===== config.mk =====
export PLATFORM = sky130hd
export DESIGN_NAME = lfsr_misr
export DESIGN_NICKNAME = d
export VERILOG_FILES = /design/src/rtl/lfsr_pkg.sv /design/src/rtl/lfsr_misr.sv
export SDC_FILE = /design/constraint.sdc
export NUM_CORES = 1
export LEC_CHECK = 0
export CAP_MARGIN = 20
export CORE_AREA = 2 2 39 41
export CTS_BUF_LIST = sky130_fd_sc_hd__clkbuf_8
export DETAILED_ROUTE_END_ITERATION = 7
export DIE_AREA = 0 0 41 43
export GPL_TIMING_DRIVEN = 0
export PLACE_DENSITY = 0.49
export SYNTH_ARGS = -nofsm -noshare
export SYNTH_HDL_FRONTEND = slang
export SYNTH_SLANG_ARGS = --single-unit

===== constraint.sdc =====
create_clock -name clk -period 1.85 [get_ports clk]
set_input_delay 0.37 -clock clk [delete_from_list [all_inputs] [get_ports clk]]
set_output_delay 0.37 -clock clk [all_outputs]
set_load 0.02 [all_outputs]

===== src/rtl/lfsr_pkg.sv =====
// Shared definitions for the 4-bit LFSR checker: state width, the
// x^4+x+1 next-state function and the checker FSM state encoding.
package lfsr_pkg;

    localparam int LFSR_W = 4;

    typedef enum logic [1:0] {
        IDLE   = 2'd0,
        TRACK  = 2'd1,
        LOCKUP = 2'd2
    } state_t;

    // One step of the x^4+x+1 Galois-style register (period 15, zero is a lockup).
    function automatic logic [LFSR_W-1:0] nxt(input logic [LFSR_W-1:0] s);
        return {s[2], s[1], s[3] ^ s[0], s[3]};
    endfunction

endpackage


===== src/rtl/lfsr_misr.sv =====
// Multiple-input signature register: folds every valid sample into the
// running signature using the same polynomial as the monitored LFSR.
module lfsr_misr
    import lfsr_pkg::*;
(
    input  logic              clk,
    input  logic              rst,
    input  logic              clear,
    input  logic              in_valid,
    input  logic [LFSR_W-1:0] q,
    output logic [LFSR_W-1:0] sig
);

    always_ff @(posedge clk) begin
        if (rst || clear) begin
            sig <= '0;
        end else if (in_valid) begin
            sig <= nxt(sig) ^ q;
        end
    end

endmodule


# Word-level counts from Yosys, hierarchy flattened
# Cells that the tools add are included.
[word_totals]
regBits = 4
inputBits = 8
output_inout_bits = 4
elab_cells = 4
[op_classes]
n_bitwise = 2
reduce_logical = 1
[ops]
columns = ["operator", "count"]
rows = [
  ["XOR 4 bit", 1],
  ["logical OR 1 bit", 1],
  ["XOR 1 bit", 1],
]

# Depth between registers and ports, before layout
[logic_depth]
ltp_word = 2
mapped_depth = 3
ltp_nobuf = 3

# Least setup slack after synthesis
# No wires, ideal clock.
[synth_timing]
path_kind = "reg2reg"
startpoint = "register sig[3]"
endpoint = "register sig[1]"
setup_ps = 116
arrival_ps = 1120
t_required_ps = 1734
setup_slack_ps = 614
path_stages_with_launch = 4
n_path_buf = 0
synth_period_minus_slack_ps = 1236
cell_sequence = "dfxtp_1 -> xor3_1 -> mux2i_1 -> nor3_2"
[synth_between]
elab_chain_cells = 2
[synth_rtl]
columns = ["item", "line", "rtl"]
rows = [
  ["start: declaration", "lfsr_misr.sv:11", "output logic [LFSR_W-1:0] sig"],
  ["start signal: assignment", "lfsr_misr.sv:18", "sig <= nxt(sig) ^ q;"],
  ["XOR 1 bit", "lfsr_pkg.sv:15", "return {s[2], s[1], s[3] ^ s[0], s[3]};"],
  ["XOR 4 bit", "lfsr_misr.sv:18", ""],
]
# Every way passes these cells.
# A chain may end at the register's enable or synchronous reset.

# Final worst setup path
[layout_timing]
startpoint = "register sig[3]"
endpoint = "output port sig[3]"
# No word-level cell between the ends.

==> flow_summary.yaml <==
synth:
  syn_nets: 24
  ys_seq_area_share_pct: 42.4
  synth_top_area_cell: "dfxtp_1"
  synth-async-reset-ratio_pct: 0
  avgSynthCellArea_um2: 11.8
  synth_compound_area_share_pct: 14.6
  ys_top_cells_by_area: "dfxtp_1, xnor2_1, xor3_1"
  syn_area_um2: 189
  yosys_warnings: 0
  synth_adder_area_share_pct: 0
  synth_top_family_by_area: "XOR/XNOR gates"
  synth_edf_count: 0
  synth_flop_cell: "dfxtp_1"
  synth_common_cells: "dfxtp_1, nor2_1, xnor2_1, a2111oi_0"
  ys_ff_latch: 4
  ys_types: 8
  synthCells: 16
  synth_top_area_share_pct: 42.4
  synth.most_common_cell: "dfxtp_1"
  synth-simple-area-share_pct: 11.3
  synth_xor_area_share_pct: 26.5
  synth_mux_area_share_pct: 5.30
final_layout:
  top_register: "sig"
  fin_area_um2: 360
  utilization_pct: 26.0
  multi_input_area_um2: 109
  layout-drive-gt1-share_pct: 13.3
  synthToLayoutAreaGrowth_pct: 90.7
  final_cells: 46
  n_antenna_cell: 0
  fin_nets: 40
  largest_reg_flops: 4
  fill_cells: 149
  ff_latch_area_um2: 80.1
  top_regs: "sig (4)"
die:
  die_h_um: 43
  start_util_pct: 13.7
  rows: 14
  core_um2: 1380
  die_area_um2: 1760
  ioPinCount: 12
  die_x_um: 41
clock_network:
  clockRootBuffer: "clkbuf_8"
  htree_levels: 1
  clock_sinks: 4
  cts_tree: "done"
  post-cts-setup-buffers: 0
  holdBufCountCts: 0
  cts_buffers: 3
  cts.path.max_buffers: 2
  cts_resized: 0
  clock_latency_ns: 0.22
  clkTransAtPathRegs_ns: 0.03
place:
  port_buffers: 11
  dpl-instance-area_um2: 319
  place_ws_ns: 0.333
  place_inst: 43
  gp_congestion: 0.592
route:
  vias: 178
  viasPerCell: 3.87
  dr.first_iter.drc_count: 0
  totalWireLength_um: 490
  final_antenna_net_count: 0
  drt_first_pass_iters: 1
  avgRoutedWirePerCell_um: 10.7
  drcViolationCount: 0
critical_path:
  endpoint_kind: "output pin"
  r2r-start: "sig[3]"
  crit_fanout: 4
  cp_slowest_cell: "clkdlybuf4s50_1"
  rr_endpoint: "sig[1]"
  cp_num_cells: 1
  required_ns: 1.48
  cp_data_arrival_time_ns: 1.22
  max_stage_delay_ns: 0.63
  path_cells: "clkdlybuf4s50_1"
  crit_type: "flip-flop to output pin"
  cp-startpoint: "sig[3]"
  crit_path_start_kind: "flip-flop"
  reg2reg_depth: 3
  path_delay_family: "buffers and inverters"
  rrSetupSlack_ns: 0.69
  crit_buf_inv: 1
  crit_end: "sig[3]"
hold_path:
  worstHoldPathCells: 2
  hold_class: "flip-flop to flip-flop"
timing:
  postLayoutSetupSlackWorst_ns: 0.256
  rsz0062_at_grt: "false"
  final.period_utilization_pct: 86.2
  slew_viol_final: 0
  worst_slew_pin_slew_ns: 0.307
  setup_violations: 0
  timing.hold.ws_ns: 0.532
  finalSetupTns_ns: 0
  fmax_mhz: 627
  final-hold-violation-count: 0
  finalCriticalPeriod_ns: 1.59
  slew_headroom_pct: 79.0
  finalClockSkew_ns: 0.00238
power:
  peakVddDrop_v: 0.000304
  p_per_area_nw_per_um2: 914
  p_leak_nw: 0.127
  finalPower_mw: 0.329
grt:
  grt_pass1_wl_um: 834
  met1_usage_pct: 10.7
  use_met2_pct: 7.50
  grt_use_total_pct: 7.96
  top_usage_layer: "met1"
  grt_pass1_vias: 177
  grt-ovfl-total: 0
  use_met3_pct: 9.95
  antenna_found_initial: 0
  grt_max_degree: 8
flow_run:
  cap_violations: 0
run_status:
  status: "finished clean"
==> worst min-delay path by stage <==
| stage | end | slack [ns] | startpoint |
|---|---|---|---|
| 6_report | sig[0] | 0.53 | sig[0] |
| 5_1_grt | sig[0] | 0.58 | sig[0] |
| 4_1_cts | sig[0] | 0.54 | sig[0] |
| 3_5_place_dp | sig[2] | 0.52 | sig[2] |
| 3_3_place_gp | sig[2] | 0.51 | sig[2] |
| 2_1_floorplan | sig[1] | 0.44 | clear |
==> report_power, final <==
group / total, mW / internal [mW] / switching (mW)
clock: 0.184 / 0.139 / 0.0449
sequential: 0.0950 / 0.0910 / 0.00406
combinational: 0.0508 / 0.0318 / 0.0190
total: 0.329 / 0.261 / 0.0680
==> logic make-up after synthesis <==
logic type / after synthesis
AND/OR/NAND/NOR: 4
AO/OA/AOI/OAI: 3
multiplexers: 1
XOR/XNOR: 4
flip-flops: 4
==> placed cells by master (no fill, tap or decap) <==
cell type         n
nor3_2            1
a2111oi_0         2
clkdlybuf4s50_1  11
a2111oi_1         1
clkbuf_8          3
mux2i_1           1
xor3_1            1
nor2_1            3
xnor2_1           3
dfxtp_1           4
==> final cells by class <==
class	instances	area share (%)
Clock buffer	3	11.5
Timing Repair Buffer	11	30.6
Multi-Input combinational cell	12	30.2
Sequential cell	4	22.2
Tap cell	16	5.56
==> worst register-to-register path, delay by kind of cell (launching register included) <==
family        cells  cell delay, ns
mux               1            0.19
flops             1            0.38
xor+xnor          1            0.43
simple gates      1            0.05
==> per-layer routing <==
metal	wire (um)	vias up
li1	-	88
met1	235	75
met2	145	15
met3	109	0
met4	0	0
met5	0	-
(Power assumes the default switching activity.)
